==> src/rtl/serial_subtractor_if.sv <==
// ---------------------------------------------------------------------------
// serial_subtractor_if : start/busy/done handshake and operand/result bus
//                        for the bit-serial subtractor.
// Optional: SERIAL_SUB_OVERFLOW_EN adds the signed-overflow flag ovf.
// Revision: 1.0 - initial release
// ---------------------------------------------------------------------------
`default_nettype none

interface serial_subtractor_if #(
  parameter int WIDTH = 8
);
  logic             start;
  logic [WIDTH-1:0] a;
  logic [WIDTH-1:0] b;
  logic             bin;
  logic             busy;
  logic             done;
  logic [WIDTH-1:0] diff;
  logic             bout;
`ifdef SERIAL_SUB_OVERFLOW_EN
  logic             ovf;
`endif

  modport master (
    output start, a, b, bin,
`ifdef SERIAL_SUB_OVERFLOW_EN
    input  ovf,
`endif
    input  busy, done, diff, bout
  );

  modport slave (
    input  start, a, b, bin,
`ifdef SERIAL_SUB_OVERFLOW_EN
    output ovf,
`endif
    output busy, done, diff, bout
  );
endinterface

`default_nettype wire

==> src/rtl/serial_subtractor.sv <==
// ---------------------------------------------------------------------------
// serial_subtractor : LSB-first ripple-borrow subtractor, A - B - Bin over
//                     WIDTH cycles with one full-subtractor cell.
// Optional: SERIAL_SUB_OVERFLOW_EN adds the signed-overflow output ovf.
// Revision: 1.0 - initial release
// ---------------------------------------------------------------------------
`default_nettype none

module serial_subtractor #(
  parameter int WIDTH = 8
) (
  input  wire logic           clk,
  input  wire logic           rst,
  serial_subtractor_if.slave  bus
);

  localparam int CW = $clog2(WIDTH);
  localparam logic [CW-1:0] c_last = CW'(WIDTH - 1);

  typedef enum logic [1:0] {
    S_IDLE = 2'd0,
    S_RUN  = 2'd1,
    S_DONE = 2'd2
  } state_t;

  state_t           r_state;
  state_t           w_state_nxt;
  logic [WIDTH-1:0] r_a;
  logic [WIDTH-1:0] r_b;
  logic [WIDTH-2:0] r_part;
  logic             r_br;
  logic [CW-1:0]    r_cnt;
  logic [WIDTH-1:0] r_diff;
  logic             r_bout;
  logic             w_x;
  logic             w_y;
  logic             w_d;
  logic             w_br_nxt;
  logic             w_accept;
  logic             w_last;

`ifdef SERIAL_SUB_OVERFLOW_EN
  logic r_a_msb;
  logic r_b_msb;
  logic r_ovf;
`endif

  // Single full-subtractor cell operating on the current LSBs
  assign w_x      = r_a[0];
  assign w_y      = r_b[0];
  assign w_d      = w_x ^ w_y ^ r_br;
  assign w_br_nxt = (~w_x & w_y) | (~(w_x ^ w_y) & r_br);
  assign w_accept = (r_state == S_IDLE) && bus.start;
  assign w_last   = (r_state == S_RUN) && (r_cnt == c_last);

  always_comb begin
    w_state_nxt = r_state;
    case (r_state)
      S_IDLE:  if (bus.start) w_state_nxt = S_RUN;
      S_RUN:   if (r_cnt == c_last) w_state_nxt = S_DONE;
      S_DONE:  w_state_nxt = S_IDLE;
      default: w_state_nxt = S_IDLE;
    endcase
  end

  always_ff @(posedge clk or posedge rst) begin
    if (rst) begin
      r_state <= S_IDLE;
    end else begin
      r_state <= w_state_nxt;
    end
  end

  always_ff @(posedge clk or posedge rst) begin
    if (rst) begin
      r_a    <= '0;
      r_b    <= '0;
      r_part <= '0;
      r_br   <= 1'b0;
      r_cnt  <= '0;
    end else if (w_accept) begin
      r_a    <= bus.a;
      r_b    <= bus.b;
      r_part <= '0;
      r_br   <= bus.bin;
      r_cnt  <= '0;
    end else if (r_state == S_RUN) begin
      r_a    <= r_a >> 1;
      r_b    <= r_b >> 1;
      // Newest bit enters at the top; after WIDTH-1 steps bit 0 sits at the LSB
      r_part <= (WIDTH-1)'({w_d, r_part} >> 1);
      r_br   <= w_br_nxt;
      r_cnt  <= r_cnt + CW'(1);
    end
  end

  // Published result only changes on the edge that enters DONE
  always_ff @(posedge clk or posedge rst) begin
    if (rst) begin
      r_diff <= '0;
      r_bout <= 1'b0;
    end else if (w_last) begin
      r_diff <= {w_d, r_part};
      r_bout <= w_br_nxt;
    end
  end

`ifdef SERIAL_SUB_OVERFLOW_EN
  always_ff @(posedge clk or posedge rst) begin
    if (rst) begin
      r_a_msb <= 1'b0;
      r_b_msb <= 1'b0;
      r_ovf   <= 1'b0;
    end else if (w_accept) begin
      r_a_msb <= bus.a[WIDTH-1];
      r_b_msb <= bus.b[WIDTH-1];
    end else if (w_last) begin
      r_ovf   <= (r_a_msb != r_b_msb) && (w_d != r_a_msb);
    end
  end

  assign bus.ovf = r_ovf;
`endif

  assign bus.busy = (r_state == S_RUN);
  assign bus.done = (r_state == S_DONE);
  assign bus.diff = r_diff;
  assign bus.bout = r_bout;

endmodule

`default_nettype wire

==> src/flat_wrapper.sv <==
// flat-port wrapper written by rule: the top's interface ports become plain ports
module serial_subtractor_flat 
#(
  parameter int WIDTH = 8
)
  (clk, rst, bus_start, bus_a, bus_b, bus_bin, bus_busy, bus_done, bus_diff, bus_bout);
  serial_subtractor_if #(.WIDTH(WIDTH)) bus_i ();
  input  wire logic clk;
  input  wire logic rst;
  input wire logic [$bits(bus_i.start)-1:0] bus_start;
  input wire logic [$bits(bus_i.a)-1:0] bus_a;
  input wire logic [$bits(bus_i.b)-1:0] bus_b;
  input wire logic [$bits(bus_i.bin)-1:0] bus_bin;
  output wire logic [$bits(bus_i.busy)-1:0] bus_busy;
  output wire logic [$bits(bus_i.done)-1:0] bus_done;
  output wire logic [$bits(bus_i.diff)-1:0] bus_diff;
  output wire logic [$bits(bus_i.bout)-1:0] bus_bout;
  assign bus_i.start = bus_start;
  assign bus_i.a = bus_a;
  assign bus_i.b = bus_b;
  assign bus_i.bin = bus_bin;
  assign bus_busy = bus_i.busy;
  assign bus_done = bus_i.done;
  assign bus_diff = bus_i.diff;
  assign bus_bout = bus_i.bout;
  serial_subtractor #(.WIDTH(WIDTH)) u_core (.clk(clk), .rst(rst), .bus(bus_i));
endmodule
==> config.mk <==
export PLATFORM = sky130hd
export DESIGN_NAME = serial_subtractor_flat
export DESIGN_NICKNAME = d
export VERILOG_FILES = /design/src/rtl/serial_subtractor_if.sv /design/src/rtl/serial_subtractor.sv /design/src/flat_wrapper.sv
export SDC_FILE = /design/constraint.sdc
export NUM_CORES = 1
export LEC_CHECK = 0
export BUFFER_PORTS_ARGS = -buffer_cell sky130_fd_sc_hd__buf_4
export CORE_UTILIZATION = 44
export CTS_BUF_LIST = sky130_fd_sc_hd__clkbuf_16
export CTS_CLUSTER_DIAMETER = 200
export DETAILED_ROUTE_END_ITERATION = 10
export PLACE_DENSITY = 0.72
export SKIP_CTS_REPAIR_TIMING = 1
export SYNTH_ARGS = -nofsm -noshare
export SYNTH_HDL_FRONTEND = slang
export SYNTH_SLANG_ARGS = --single-unit
==> constraint.sdc <==
create_clock -name clk -period 3.34 [get_ports clk]
set_input_delay 0.668 -clock clk [delete_from_list [all_inputs] [get_ports clk]]
set_output_delay 0.668 -clock clk [all_outputs]
set_load 0.01 [all_outputs]
* Word-level counts from Yosys, hierarchy flattened
Cells that the tools add are included.
Word-level totals: register bits after elaboration 38, input bits 20, output and inout bits 11
Cells by class: $add $sub $neg 1, bitwise logic cells 7, reduce and logical (&&, ||, !) cells 5, multiplexer cells 13, eq/ne operators 5
Operators by type and width (count):
- two-way mux 8 bit | 4
- two-way mux 7 bit | 2
- two-way mux 3 bit | 2
- two-way mux 2 bit | 2
- case mux 2 bit (2 select lines) | 1
- adder 3 x 1 -> 3 bit (second input constant) | 1
- == test 3 bit (second input constant) | 1
- AND 1 bit | 2
- == test 2 x 1 -> 1 bit (second input constant) | 1
- == test 2 bit (second input constant) | 1
- logical AND 1 bit | 2
- zero test 2 bit | 1
- two-way mux 1 bit | 2
- != test 2 x 1 -> 1 bit (second input constant) | 1
- != test 2 bit (second input constant) | 1
- NOT 1 bit | 2
- AND reduction 2 bit | 1
- nonzero test 2 bit | 1
- XOR 1 bit | 2
- bitwise OR 1 bit | 1

* Depth between registers and ports, before layout
word-level depth 6, depth in mapped cells 5

* Worst setup path before layout
OpenSTA, ideal clock, no wires.
kind register to output, start register u_core.r_state[1], end output port bus_done, arrival time 0.953 ns, data required time 2.672 ns, slack 1.719 ns, cell stages (with the launch flop) 4, cell sequence dfrtp_1 buf_2 clkbuf_1 nor2b_1
Between the ends: longest elaborated chain between the ends 1
Ends and longest elaborated chain:
- from (decl) | line serial_subtractor.sv:26 | state_t r_state;
- from (signal assigned) | line serial_subtractor.sv:70 | r_state <= w_state_nxt;
- == test 2 bit | line serial_subtractor.sv:126 | assign bus.done = (r_state == S_DONE);
- to (decl) | line flat_wrapper.sv:15 | output wire logic [$bits(bus_i.done)-1:0] bus_done;
No other way between the ends.

* Final worst setup path
start register u_core.r_state[0], end output port bus_done
Same word-level chain as after synthesis.

==> impl_metrics.toml <==
[outcome]
outcome = "finished clean"

[setup_path]
cp_data_arrival_time_ns = 1.56
critPathRequiredTime_ns = 2.67
worst-path-max-fanout = 19
crit_path_start_kind = "register"
critPathLaunch = "u_core.r_state[0]"
r2r-start = "u_core.r_state[1]"
cp-end-kind = "output port"
critPathKind = "register to output port"

[floorplanning]
core-area_um2 = 4058
row_count = 23
io_pins = 31
initial_core_util = 0.4662
dieArea_um2 = 4566
dieWidth_um = 67.57
die_h_um = 67.57

[yosys]
async_reset_ff_frac = 1.000
synth_edf_count = 0
synth.top_cells.by_area = "dfrtp_1 (50%), a211oi_2 (6.6%), mux2_4 (6.3%), nor3b_1 (6.0%), nor4b_2 (5.6%)"
synthXorXnorAreaFrac = 0
syn_avg_cell_area_um2 = 13.23
synth_compound_area_frac = 0.1501
ys_ff_latch = 38
synth_top_family_by_area = "simple AND/OR/NAND/NOR gates"
synth_cell_types = 22
yosysWarnings = 0
ys_seq_area_frac = 0.5026
netlist_area_um2 = 1892
syn_inst = 143
synth_mux_area_frac = 0.07474
ys.flop_type = "dfrtp_1"
synth-simple-area-share = 0.1693
synth_adder_area_share = 0.02381
netlist.area_leader.share = 0.5026
netlist.top_cell.by_area = "dfrtp_1"
synth_fp_nets = 166

[cells_and_area]
final_nets = 194
synthToLayoutAreaGrowth_pct = 22.42
fill_cells = 328
drive_gt1_frac = 0.4012
diodes = 0
final_area_um2 = 2316

[timing]
drv_slew = 0
finalSetupViolations = 0
clock_skew_ns = 0.005551
period_needed_ns = 2.228
relSlewSlack = 0.4703
finalCritPeriodShare = 0.6669
max_freq_ghz = 0.4489
hold_viol = 0
rsz0062_at_grt = "no"
setup_tns_ns = 0
hold_ws_ns = 0.4923
worst_pin_slew_ns = 0.7924

[pwr]
p_total_mw = 2.239
pwr_density_cell_nw_per_um2 = 966.8
irDropWorstVdd_mv = 0.4693
power.leakage_nw = 1.077

[routing]
vias_per_cell = 5.545
drtAntennaViolNets = 0
drtPass1Iterations = 4
drc = 0
wirelength_um = 3810
num_vias = 1231
wl_per_cell_um = 17.16
first_iter_violations = 85

[cts]
numCtsBuffers = 5
cts.clk_slew.worst_paths_ns = 0.06
cts_tree = "built"
cts_sinks = 38
clock_latency_ns = 0.28
root_buffer = "clkbuf_16"
cts_htree_levels = 2
clockBufferDepth = 2

[grt]
gr-total-overflow = 0
grt_max_degree = 29
grt_pass1_vias = 1242
antenna_found_initial = 0
grt_usage = 0.1966
grt_first_pass_wirelength_um = 6327

[flow_run]
drv_cap = 0

[placed_design]
gp_congestion = 0.7198
dp_hpwl_um = 2452
port_buffers = 30
placed_area_um2 = 2127

[worst_hold_path]
hold_path_class = "primary input to asynchronous set/reset pin"
synth_stat cells (3+ instances only):
library cell,instances
nor3b_1,15
a211oi_1,4
inv_1,18
a211oi_2,10
buf_2,6
nor4b_2,7
buf_4,3
nor4b_1,8
dfrtp_1,38
a22o_1,11
mux2_4,8
worst paths after layout:
path,depth (start not counted),to,slack [ns]
worst min register to register,1,u_core.r_part[0],0.51
worst min-delay path,2,u_core.bus.diff[7],0.49
max in group asynchronous,3,u_core.bus.diff[2],2.09
min in group clk,1,u_core.r_part[0],0.51
worst max register to register,3,u_core.bus.diff[1],1.62
worst max-delay path,3,bus_done,1.11
worst max-delay path, stage by stage (launching register included):
cell and delay, ns:
dfrtp_1 0.73, buf_4 0.33, nor2b_1 0.07, buf_4 0.14
metal layers:
metal | up-vias | track usage | share of wire
met3 | 6 | 0.06081 | 0.052
met5 | - | 0 | 0
li1 | 575 | - | -
met1 | 617 | 0.2489 | 0.42
met2 | 33 | 0.3069 | 0.52
met4 | 0 | 0.08511 | 0.015
through the flow:
step / util / setup slack [ns] / cells
2_1_floorplan: - / 1.719 / 143
3_3_place_gp: 0.5242 / 1.459 / 214
3_5_place_dp: 0.5242 / 1.426 / 214
4_1_cts: 0.5708 / 1.113 / 222
5_1_grt: 0.5708 / 1.006 / 222
6_report: 0.5708 / 1.112 / 222
power breakdown:
group / total [mW] / leakage [nW] / internal [mW] / switching (mW)
clock network: 0.606 / 0.0915 / 0.425 / 0.181
registers: 0.823 / 0.467 / 0.669 / 0.154
logic: 0.810 / 0.519 / 0.431 / 0.379
flip-flops by register name, indices dropped and copies added (netlist names):
signal,count
u_core.bus.diff,8
u_core.r_a,8
u_core.r_b,8
u_core.r_part,7
u_core.r_cnt,3
u_core.r_state,2
u_core.bus.bout,1
u_core.r_br,1
layout by cell type (no fill, tap or decap):
cell type / synthesis / layout
mux2_4: 8 / 8
o21bai_4: 1 / 1
clkbuf_16: 0 / 5
nand3b_4: 1 / 1
fa_1: 1 / 1
nor2b_1: 2 / 2
a221oi_1: 1 / 1
a211oi_2: 10 / 10
a211oi_1: 4 / 4
nor3b_1: 15 / 15
a22o_1: 11 / 11
buf_4: 3 / 34
ha_1: 2 / 2
clkinv_1: 0 / 1
nor4b_1: 8 / 8
nor4b_2: 7 / 7
inv_1: 18 / 18
mux2_2: 1 / 1
mux2i_1: 1 / 1
a21oi_1: 1 / 1
dfrtp_1: 38 / 38
bufinv_16: 0 / 2
kinds of logic after synthesis:
group | after synthesis
simple gates | 33
buf+inv | 31
compound gates | 28
fa+ha+maj | 3
mux | 10
flops | 38
final cells by class:
class / instances / area (um2) / share of cell area
flip-flops and latches: 38 / 950.9 / 0.4106
multi-input cells: 74 / 790.8 / 0.3414
repair buffers: 34 / 255.2 / 0.1102
clock buffers: 5 / 125.1 / 0.05402
inverters: 18 / 67.56 / 0.02917
clock inverters: 3 / 63.81 / 0.02755
well taps: 50 / 62.56 / 0.02701
Note: power is estimated with default switching activity, not from simulation.
